[src/rtl/mouse_key_decoder.sv]
// On-screen keypad decoder: debounces the left mouse button, hit-tests the
// latched cursor position against the key boxes and presents one key per press.
//
// state           | meaning
// ----------------+--------------------------------------------------------
// ST_IDLE         | waiting for the first high sample of btn_left
// ST_ARMING       | counting consecutive high samples toward acceptance
// ST_DECODE       | one cycle: hit-test latched coordinates
// ST_PRESENT      | key_valid high, holding key_code until the handshake
// ST_WAIT_RELEASE | counting consecutive low samples before re-arming
module mouse_key_decoder #(
    parameter int unsigned DEBOUNCE_CYCLES = 4
) (
    input  logic       clk,
    input  logic       reset,
    input  logic [9:0] mousex,
    input  logic [9:0] mousey,
    input  logic       btn_left,
    output logic [6:0] key_code,
    output logic       key_valid,
    input  logic       key_ready,
    output logic       miss
);

    typedef enum logic [2:0] {
        ST_IDLE,
        ST_ARMING,
        ST_DECODE,
        ST_PRESENT,
        ST_WAIT_RELEASE
    } state_t;

    localparam logic [7:0] CNT_LAST = 8'(DEBOUNCE_CYCLES - 1);
    localparam logic [6:0] CODE_CLEAR = 7'd67;

    state_t     state_q, state_d;
    logic [7:0] cnt_q, cnt_d;
    logic [9:0] x_q, x_d;
    logic [9:0] y_q, y_d;
    logic [6:0] key_code_q, key_code_d;
    logic       miss_q, miss_d;

    logic       col_hit, row_hit, clear_hit, hit;
    logic [1:0] col_idx, row_idx;
    logic [6:0] hit_code;

    function automatic logic in_range(input logic [9:0] v,
                                      input logic [9:0] lo,
                                      input logic [9:0] hi);
        return (v >= lo) && (v <= hi);
    endfunction

    function automatic logic [6:0] key_lookup(input logic [1:0] row,
                                              input logic [1:0] col);
        logic [6:0] code;
        case ({row, col})
            4'h0:    code = 7'd1;
            4'h1:    code = 7'd2;
            4'h2:    code = 7'd3;
            4'h3:    code = 7'd96;
            4'h4:    code = 7'd4;
            4'h5:    code = 7'd5;
            4'h6:    code = 7'd6;
            4'h7:    code = 7'd97;
            4'h8:    code = 7'd7;
            4'h9:    code = 7'd8;
            4'hA:    code = 7'd9;
            4'hB:    code = 7'd98;
            4'hC:    code = 7'd0;
            4'hD:    code = 7'd99;
            4'hE:    code = 7'd100;
            default: code = 7'd101;
        endcase
        return code;
    endfunction

    // Boxes are disjoint, so at most one column and one row can match.
    always_comb begin
        col_hit = 1'b1;
        col_idx = 2'd0;
        if (in_range(x_q, 10'd90, 10'd154)) begin
            col_idx = 2'd0;
        end else if (in_range(x_q, 10'd218, 10'd282)) begin
            col_idx = 2'd1;
        end else if (in_range(x_q, 10'd346, 10'd410)) begin
            col_idx = 2'd2;
        end else if (in_range(x_q, 10'd474, 10'd538)) begin
            col_idx = 2'd3;
        end else begin
            col_hit = 1'b0;
        end

        row_hit = 1'b1;
        row_idx = 2'd0;
        if (in_range(y_q, 10'd150, 10'd214)) begin
            row_idx = 2'd0;
        end else if (in_range(y_q, 10'd239, 10'd303)) begin
            row_idx = 2'd1;
        end else if (in_range(y_q, 10'd328, 10'd392)) begin
            row_idx = 2'd2;
        end else if (in_range(y_q, 10'd417, 10'd481)) begin
            row_idx = 2'd3;
        end else begin
            row_hit = 1'b0;
        end

        clear_hit = in_range(x_q, 10'd560, 10'd624) && in_range(y_q, 10'd150, 10'd214);
        hit       = clear_hit || (col_hit && row_hit);
        hit_code  = clear_hit ? CODE_CLEAR : key_lookup(row_idx, col_idx);
    end

    always_comb begin
        state_d    = state_q;
        cnt_d      = cnt_q;
        x_d        = x_q;
        y_d        = y_q;
        key_code_d = key_code_q;
        miss_d     = 1'b0;

        case (state_q)
            ST_IDLE: begin
                cnt_d = 8'd0;
                if (btn_left) begin
                    cnt_d   = 8'd1;
                    state_d = ST_ARMING;
                end
            end
            ST_ARMING: begin
                if (!btn_left) begin
                    cnt_d   = 8'd0;
                    state_d = ST_IDLE;
                end else if (cnt_q == CNT_LAST) begin
                    cnt_d   = 8'd0;
                    x_d     = mousex;
                    y_d     = mousey;
                    state_d = ST_DECODE;
                end else begin
                    cnt_d = cnt_q + 8'd1;
                end
            end
            ST_DECODE: begin
                cnt_d = 8'd0;
                if (hit) begin
                    key_code_d = hit_code;
                    state_d    = ST_PRESENT;
                end else begin
                    miss_d  = 1'b1;
                    state_d = ST_WAIT_RELEASE;
                end
            end
            ST_PRESENT: begin
                // Button and cursor are deliberately ignored until the consumer takes the key.
                if (key_ready) begin
                    cnt_d   = 8'd0;
                    state_d = ST_WAIT_RELEASE;
                end
            end
            ST_WAIT_RELEASE: begin
                if (btn_left) begin
                    cnt_d = 8'd0;
                end else if (cnt_q == CNT_LAST) begin
                    cnt_d   = 8'd0;
                    state_d = ST_IDLE;
                end else begin
                    cnt_d = cnt_q + 8'd1;
                end
            end
            default: begin
                cnt_d   = 8'd0;
                state_d = ST_IDLE;
            end
        endcase
    end

    always_ff @(posedge clk) begin
        if (reset) begin
            state_q    <= ST_IDLE;
            cnt_q      <= 8'd0;
            x_q        <= 10'd0;
            y_q        <= 10'd0;
            key_code_q <= 7'd0;
            miss_q     <= 1'b0;
        end else begin
            state_q    <= state_d;
            cnt_q      <= cnt_d;
            x_q        <= x_d;
            y_q        <= y_d;
            key_code_q <= key_code_d;
            miss_q     <= miss_d;
        end
    end

    assign key_code  = key_code_q;
    assign key_valid = (state_q == ST_PRESENT);
    assign miss      = miss_q;

endmodule

[config.mk]
export PLATFORM = sky130hd
export DESIGN_NAME = mouse_key_decoder
export DESIGN_NICKNAME = d
export VERILOG_FILES = /design/src/rtl/mouse_key_decoder.sv
export SDC_FILE = /design/constraint.sdc
export NUM_CORES = 1
export LEC_CHECK = 0
export BUFFER_PORTS_ARGS = -buffer_cell sky130_fd_sc_hd__buf_2
export CAP_MARGIN = 20
export CORE_MARGIN = 1.5
export CORE_UTILIZATION = 25
export CTS_CLUSTER_DIAMETER = 80
export CTS_CLUSTER_SIZE = 8
export DETAILED_ROUTE_END_ITERATION = 12
export PLACE_DENSITY = 0.42
export SYNTH_ARGS = -nofsm -noshare
export SYNTH_HDL_FRONTEND = slang
export SYNTH_SLANG_ARGS = --single-unit
[constraint.sdc]
create_clock -name clk -period 6.1 [get_ports clk]
set_input_delay 1.22 -clock clk [delete_from_list [all_inputs] [get_ports clk]]
set_output_delay 1.22 -clock clk [all_outputs]
set_load 0.05 [all_outputs]
## Word level (Yosys, flattened, before mapping)

Memory sizes are Yosys's and may differ from the RTL's.
Index checks and enable logic that the tools add are counted.

- $add $sub $neg: 1
- Order comparisons: 18
- Equal/unequal tests: 10
- Muxes and demuxes: 32
- Bitwise gates (word level): 1
- Reduce and logical (&&, ||, !) cells: 17

Operator list:

| kind | count |
|---|---|
| <= comparator 10 x 9 -> 1 bit, second input constant | 5 |
| >= comparator 10 x 9 -> 1 bit, second input constant | 4 |
| two-way mux 8 bit | 4 |
| one-hot mux 8 bit (4 select lines) | 1 |
| >= comparator 10 x 8 -> 1 bit, second input constant | 3 |
| two-way mux 3 bit | 7 |
| <= comparator 10 bit, second input constant | 2 |
| <= comparator 10 x 8 -> 1 bit, second input constant | 2 |
| two-way mux 2 bit | 8 |
| one-hot mux 3 bit (5 select lines) | 1 |
| logical AND 1 bit | 11 |
| >= comparator 10 bit, second input constant | 1 |
| >= comparator 10 x 7 -> 1 bit, second input constant | 1 |
| two-way mux 1 bit | 10 |
| adder 8 x 1 -> 8 bit, second input constant | 1 |
| equality test 8 x 2 -> 1 bit, second input constant | 1 |
| two-way mux 7 bit | 1 |
| equality test 3 x 2 -> 1 bit, second input constant | 2 |
| inequality test 2 bit, second input constant | 3 |
| AND reduction 5 bit | 1 |
| equality test 3 x 1 -> 1 bit, second input constant | 1 |
| equality test 3 bit, second input constant | 1 |
| logical NOT 3 bit | 1 |
| inequality test 3 bit, second input constant | 1 |
| other kinds (6) | 6 |

- Register bits after elaboration: 39
- Memory bits (read-only): 96
- Output and inout port bits: 9
- Memories kept: 1

Memory list:

| memory | words | bits a word | rd ports | clocked after Yosys merged registers in | wr ports | RTL line | text |
|---|---|---|---|---|---|---|---|
| (no name shown) | 16 | 6 | 1 | 0 | 0 | 56 | `case ({row, col})` |

## Logic depth before layout (Yosys ltp)

Gate-level depths: netlist (run 1).

- Depth in word-level cells: 10
- Depth in mapped cells: 7
- Mapped depth without buffers: 7

## Worst setup path before layout (run 1)

OpenSTA, ideal clock, no wires.

- Path type: flip-flop to flip-flop
- From: register cnt_q[0]
- To: register cnt_q[2]
- Arrival: 2095 ps
- Slack: 3872 ps
- Stages on the path, launching flop included: 8
- Buffers on the path: 0
- Path through: dfxtp_1 > ha_1 > or4b_2 > nor2b_1 > a211o_1 > inv_1 > o21ai_0 > nor2_1

- Word-level cells in the longest chain between the ends: 4
- Elaborated cells on any way between the ends: 6
- Classes of those cells: add/sub: 1; eq/ne: 1; mux: 4

RTL lines:

| item | RTL line | text |
|---|---|---|
| start: declaration | 37 | `logic [7:0] cnt_q, cnt_d;` |
| start signal: assignment | 185 | `cnt_q <= cnt_d;` |
| adder 8 x 1 -> 8 bit or equality test 8 x 2 -> 1 bit (tied branches) | n/a |  |
| two-way mux 8 bit * | 132, 161 |  |
| two-way mux 8 bit, on equally long branches | 159, 129 |  |
| one-hot mux 8 bit (4 select lines) * | 120 | `case (state_q)` |

Mark *: on every way between the ends. The rest lies on a longest branch, timed or not.
A chain may end at the register's enable or synchronous reset.

## Worst setup path after layout (run 1)

Ends and elaborated chain as after synthesis.

==> results.cfg, run 1 <==
[synthesis]
synthTopCellsByCount = nor2_1 (40), dfxtp_1 (38), mux2i_1 (21), nand2_1 (12)
synth_cell_types = 65
yosysWarnings = 0
synth_seq_area_share_pct = 34.9
yosys_register_bits = 38
yosysTopAreaCellShare_pct = 34.9
syn_area_um2 = 2180
yosysTopAreaCell = dfxtp_1
ys.flop_type = dfxtp_1
synth.net_count = 277
syn_inst = 252
ys_async_sr_fraction_pct = 0
synth_edf_count = 0
ys_top_cells_by_area = dfxtp_1 (35%), mux2i_1 (9.6%), nor2_1 (6.9%)
post_synth.cell_area_avg_um2 = 8.65
yosysMostFrequentCell = nor2_1

[layout]
nets = 303
antenna_cells = 0
areaGrowthSynthToFinish_pct = 16.5
drive_above_1_share_pct = 21.5

[floorplan]
dieArea_um2 = 9290
placementRows = 33
die_w_um = 96.4
start_util_pct = 26.1
core_region_area_um2 = 8340
die_h_um = 96.4
pin_count = 33

[placement]
gp_routability_congestion = 0.816
port_buffers = 31
dp_worst_setup_slack_ns = 3.47
hpwlAfterDp_um = 3750

[routing]
routed_wl_um = 5060
num_vias = 1928
routed_via_density = 5.02
drt_iter0_drc = 90
drtPass1Iterations = 4
ant_nets = 0
wl_per_cell_um = 13.2
drc = 0

[global_routing]
grt_usage_pct = 12.0
grt_pass1_vias = 1817
grt_pass1_wl_um = 8550
grt_max_degree = 34
grt_overflow = 0
grt_antenna_before_repair = 0

[cts]
cts_tree = built
cts_buffer_depth = 2
numCtsBuffers = 5
ctsRootBufferMaster = clkbuf_8
insertion_delay_ns = 0.29
post_cts_buffers = 0
cts.clk_slew.worst_paths_ns = 0.08
cts_resized = 0
cts_hold_buffers = 0
clkSinkCount = 38
htree_levels = 2

[worst_setup_path]
critPathRequiredTime_ns = 6.25
crit_path_end_kind = flop
critPathSlowestCell = or4b_2
crit_chain = ha_1, or4b_2, nor2b_1, a211o_1, inv_1, o21ai_0, nor2_1
worst_setup_path_start_kind = flop
max_stage_delay_ns = 0.62
crit_type = reg -> reg
reg2reg_slack_ns = 3.48
crit_fanout = 6
worst_ep_arrival_time_ns = 2.78

[timing]
fin_crit_ns = 2.62
final.setup.tns_ns = 0
worst-slew-pin-transition_ns = 0.636
rsz0062_at_grt = no
maxSlewViolCount = 0
whs_ns = 0.473
setup-violations-final = 0
fin_ws_ns = 3.48
slew_headroom_pct = 57.5
finalHoldViolCount = 0
min_period_over_period_pct = 43.0
fmax_mhz = 381
clock_skew_ns = 0.00805

[run]
cap_violations = 0

[pwr]
ir_worst_vdd_uv = 106
power_mw = 0.569
power_density_nw_per_um2 = 224
power.leakage_nw = 1.08

[outcome]
outcome = finished, final reports clean

[worst_hold_path]
hp-class = reg -> reg
-- cell usage in the layout, fill, tap and decap left out, drive strengths merged, types with 6 or more instances in the layout --
cell | netlist | layout
inv | 10 | 10
buf | 2 | 32
nand2 | 12 | 12
nand3 | 8 | 8
clkbuf | 11 | 6
o211ai | 6 | 6
o21ai | 10 | 10
mux2i | 21 | 21
a21oi | 11 | 11
dfxtp | 38 | 38
nor2 | 41 | 41
-- worst max-delay path: cells and delay by family, from the launching register on --
kind	cells	cell delay, ns
buf+inv	1	0.07
simple gates	3	1.03
compound gates	2	0.76
fa+ha+maj	1	0.21
flops	1	0.42
-- state kept, by name (all words and copies together), names as in the netlist --
name      flops
cnt_q         8
key_code      6
miss          1
state_q       3
x_q          10
y_q          10
-- power by group --
part	leakage, nW	total (mW)	internal, mW	switching, mW
clock	0.0714	0.263	0.174	0.0890
sequential	0.307	0.262	0.253	0.00934
combinational	0.699	0.0435	0.0197	0.0238
total	1.08	0.569	0.447	0.122
-- through the flow --
step / std cells / area (um2) / util, %
finish: 384 / 2540 / 30.5
global route: 384 / 2540 / 30.5
CTS: 384 / 2540 / 30.5
detailed placement: 376 / 2400 / 28.7
global placement: 376 / 2400 / 28.7
floorplan: 252 / 2180 / -
-- layout make-up --
cell class,count,area (um2)
inverter,10,37.5
multi-input combinational,191,1310
timing repair buffer,32,163
clock inverter,2,60.1
fill,891,5800
clock buffer,6,82.6
sequential,38,761
tap,105,131
-- cells by family after synthesis --
logic type      count (synthesis)  share of synthesized area, %
compound gates                 63                          23.2
xor+xnor                        5                          2.01
fa+ha+maj                       1                         0.574
buf+inv                        23                          5.22
flops                          38                          34.9
mux                            21                          9.64
other cells                     1                         0.172
simple gates                  100                          24.3
-- metal layers --
metal / vias up / global-route usage (%) / part of all wire [%]
met4: 0 / 5.07 / 1.3
met2: 45 / 18.4 / 44
met5: - / 0 / 0
li1: 995 / - / -
met1: 884 / 16.1 / 51
met3: 4 / 2.50 / 4.4
-- worst paths after layout --
| kind | startpoint | end | cells past startpoint |
|---|---|---|---|
| worst max register to register | cnt_q[0]$_SDFFE_PP0P_ | cnt_q[2]$_SDFFE_PP0P_ | 7 |
| worst min register to register | key_code[1]$_SDFFE_PP0P_ | key_code[1]$_SDFFE_PP0P_ | 2 |
| worst max-delay path | cnt_q[0]$_SDFFE_PP0P_ | cnt_q[2]$_SDFFE_PP0P_ | 7 |
| worst min-delay path | key_code[1]$_SDFFE_PP0P_ | key_code[1]$_SDFFE_PP0P_ | 2 |
No activity file was read; power rests on OpenSTA's default activity.
==> run 2: changes to the inputs <==
- ABC_AREA: not set -> 1
- clock period: 6.1 -> 2.6 ns (I/O delays scaled with it)
==> run 2 against run 1 <==
Sequential power grew 130%. Highest routed layer unchanged. Global-route usage rose by 0.62 points. Wire length up 17%.
==> results.cfg, run 2 <==
[outcome]
outcome = finished, final reports clean

[cts]
clkSinkCount = 38
numCtsBuffers = 5
cts_hold_buffers = 0
cts_tree = built
post_cts_buffers = 0
insertion_delay_ns = 0.29
htree_levels = 2
cts_buffer_depth = 2
cts_resized = 0
ctsRootBufferMaster = clkbuf_8
cts.clk_slew.worst_paths_ns = 0.08

[floorplan]
dieArea_um2 = 9990
die_h_um = 100
die_w_um = 100
placementRows = 35
pin_count = 33
start_util_pct = 25.6
core_region_area_um2 = 9200

[routing]
routed_via_density = 4.53
drc = 0
drtPass1Iterations = 4
num_vias = 2238
ant_nets = 0
routed_wl_um = 5890
drt_iter0_drc = 63
wl_per_cell_um = 11.9

[worst_setup_path]
reg2reg_to = y_q[9]$_SDFFE_PP0P_
crit_path_end_kind = flop
worst_setup_path_start_kind = flop
crit_type = reg -> reg
reg2reg_slack_ns = 0.73
rr_startpoint = state_q[0]$_SDFFE_PP0P_
crit_fanout = 39
crit_chain = inv_1, nor3_2, nand2_1, nor2_1, inv_2, o21ai_0, a21oi_1
max_stage_delay_ns = 0.42
critPathRequiredTime_ns = 2.76
rr_worst_depth = 7
critPathSlowestCell = dfxtp_1
worst_ep_arrival_time_ns = 2.02

[timing]
rsz0062_at_grt = no
min_period_over_period_pct = 71.8
clock_skew_ns = 0.00488
fin_crit_ns = 1.87
setup-violations-final = 0
finalHoldViolCount = 0
final.setup.tns_ns = 0
fmax_mhz = 536
worst-slew-pin-transition_ns = 0.564
maxSlewViolCount = 0
slew_headroom_pct = 62.4

[global_routing]
grt_antenna_before_repair = 0
grt_usage_pct = 12.6
grt_max_degree = 40
grt_overflow = 0
grt_pass1_wl_um = 10200
grt_pass1_vias = 2218

[layout]
fillerInstances = 1042
antenna_cells = 0
layout_commonest_cell = nand2_1
drive_above_1_share_pct = 22.7
areaGrowthSynthToFinish_pct = 15.2
post-route-util_pct = 29.4
final_cell_mix = nand2_1 (76), inv_1 (38), dfxtp_1 (38)
reg.largest.list = x_q x10, y_q x10, cnt_q x8
final-instance-count-excl-fill = 494
nets = 407

[synthesis]
ys.flop_type = dfxtp_1
synth_cell_types = 40
yosysTopAreaCellShare_pct = 32.4
syn_inst = 351
yosysTopAreaCell = dfxtp_1
yosysWarnings = 0
synth_seq_area_share_pct = 32.4
yosysMostFrequentCell = nand2_1
post_synth.cell_area_avg_um2 = 6.69
yosys_register_bits = 38
syn_area_um2 = 2350
synth_edf_count = 0
synthTopCellsByCount = nand2_1 (76), dfxtp_1 (38), inv_1 (38), nor2_1 (32)
synth.net_count = 376
ys_async_sr_fraction_pct = 0
ys_top_cells_by_area = dfxtp_1 (32%), nand2_1 (12%), inv_1 (6.1%)

[pwr]
power_density_nw_per_um2 = 432
power.leakage_nw = 1.23
ir_worst_vdd_uv = 156

[placement]
hpwlAfterDp_um = 4550
port_buffers = 31
gp_routability_congestion = 0.816
placed_cells = 486

[run]
cap_violations = 0

[worst_hold_path]
whs_path_depth = 2
hp-class = reg -> reg
hold_end = key_code[6]$_SDFFE_PP0P_
worstHoldStart = key_code[6]$_SDFFE_PP0P_
run 2: cell count changes after synthesis, moves of 5 or more:
cell,previous run,this run
nand2_1,12,76
inv_1,10,38
mux2i_1,21,0
nand3_1,8,28
o21ai_0,8,27
a21oi_1,10,28
nand2_2,0,12
inv_2,0,9
nor2_1,40,32
nand2_4,0,7
a21oi_2,1,6
nor2b_1,5,0
o211ai_1,6,1
run 2: cell families (layout without fill, tap and decap cells):
logic type                 Yosys count  after routing  synth area share, %
other                                1              1                0.160
DFF                                 38             38                 32.4
AOI/OAI and AO/OA                   74             74                 17.8
and+or+nand+nor                    182            182                 40.1
adders and majority gates            1              1                0.532
buffers and inverters               55             87                 9.00
run 2: stage by stage:
step / hold slack (ns) / area (um2) / setup WS (ns) / power [mW]
2_1_floorplan: 0.456 / 2350 / 0.477 / 0.706
3_3_place_gp: 0.466 / 2620 / 0.641 / 0.747
3_5_place_dp: 0.465 / 2620 / 0.651 / 0.747
4_1_cts: 0.480 / 2710 / 0.643 / 1.19
5_1_grt: 0.490 / 2710 / 0.436 / 1.24
6_report: 0.474 / 2710 / 0.734 / 1.17
run 2: where the power goes:
part | switching, mW | total, mW | internal [mW]
clock network | 0.224 | 0.439 | 0.215
registers | 0.0128 | 0.605 | 0.592
logic | 0.0818 | 0.126 | 0.0446
total | 0.319 | 1.17 | 0.851
run 2: how the worst max path moves through the flow:
stage,startpoint,end,slack [ns],cells after the start
after CTS,state_q[0]$_SDFFE_PP0P_,y_q[9]$_SDFFE_PP0P_,0.64,7
after global routing,state_q[0]$_SDFFE_PP0P_,y_q[9]$_SDFFE_PP0P_,0.44,7
after detailed placement,btn_left,y_q[9]$_SDFFE_PP0P_,0.65,6
after global placement,state_q[0]$_SDFFE_PP0P_,y_q[9]$_SDFFE_PP0P_,0.64,7
after floorplan,state_q[0]$_SDFFE_PP0P_,state_q[2]$_SDFFE_PP0P_,0.48,9
final,state_q[0]$_SDFFE_PP0P_,y_q[9]$_SDFFE_PP0P_,0.73,7
run 2: layout make-up:
type	count	area [um2]	share of cell area, %
sequential	38	761	28.1
inverter	47	176	6.52
multi-input combinational	258	1380	50.9
clock inverter	1	5.00	0.185
clock buffer	7	86.3	3.19
tap	111	139	5.13
timing repair buffer	32	163	6.01
run 2: layer usage:
layer  global-route usage [%]  wire length (um)  up-vias
met3                     2.99               202        9
met5                        0                 0        -
met2                     20.5              2690       30
met4                     4.01                91        0
li1                         -                 -     1205
met1                     16.4              2910      994
run 2: critical path: cells and delay by family (launching register included):
kind | cells | cell delay, ns
and+or+nand+nor | 3 | 0.58
DFF | 1 | 0.42
buffers and inverters | 2 | 0.40
AOI/OAI and AO/OA | 2 | 0.33
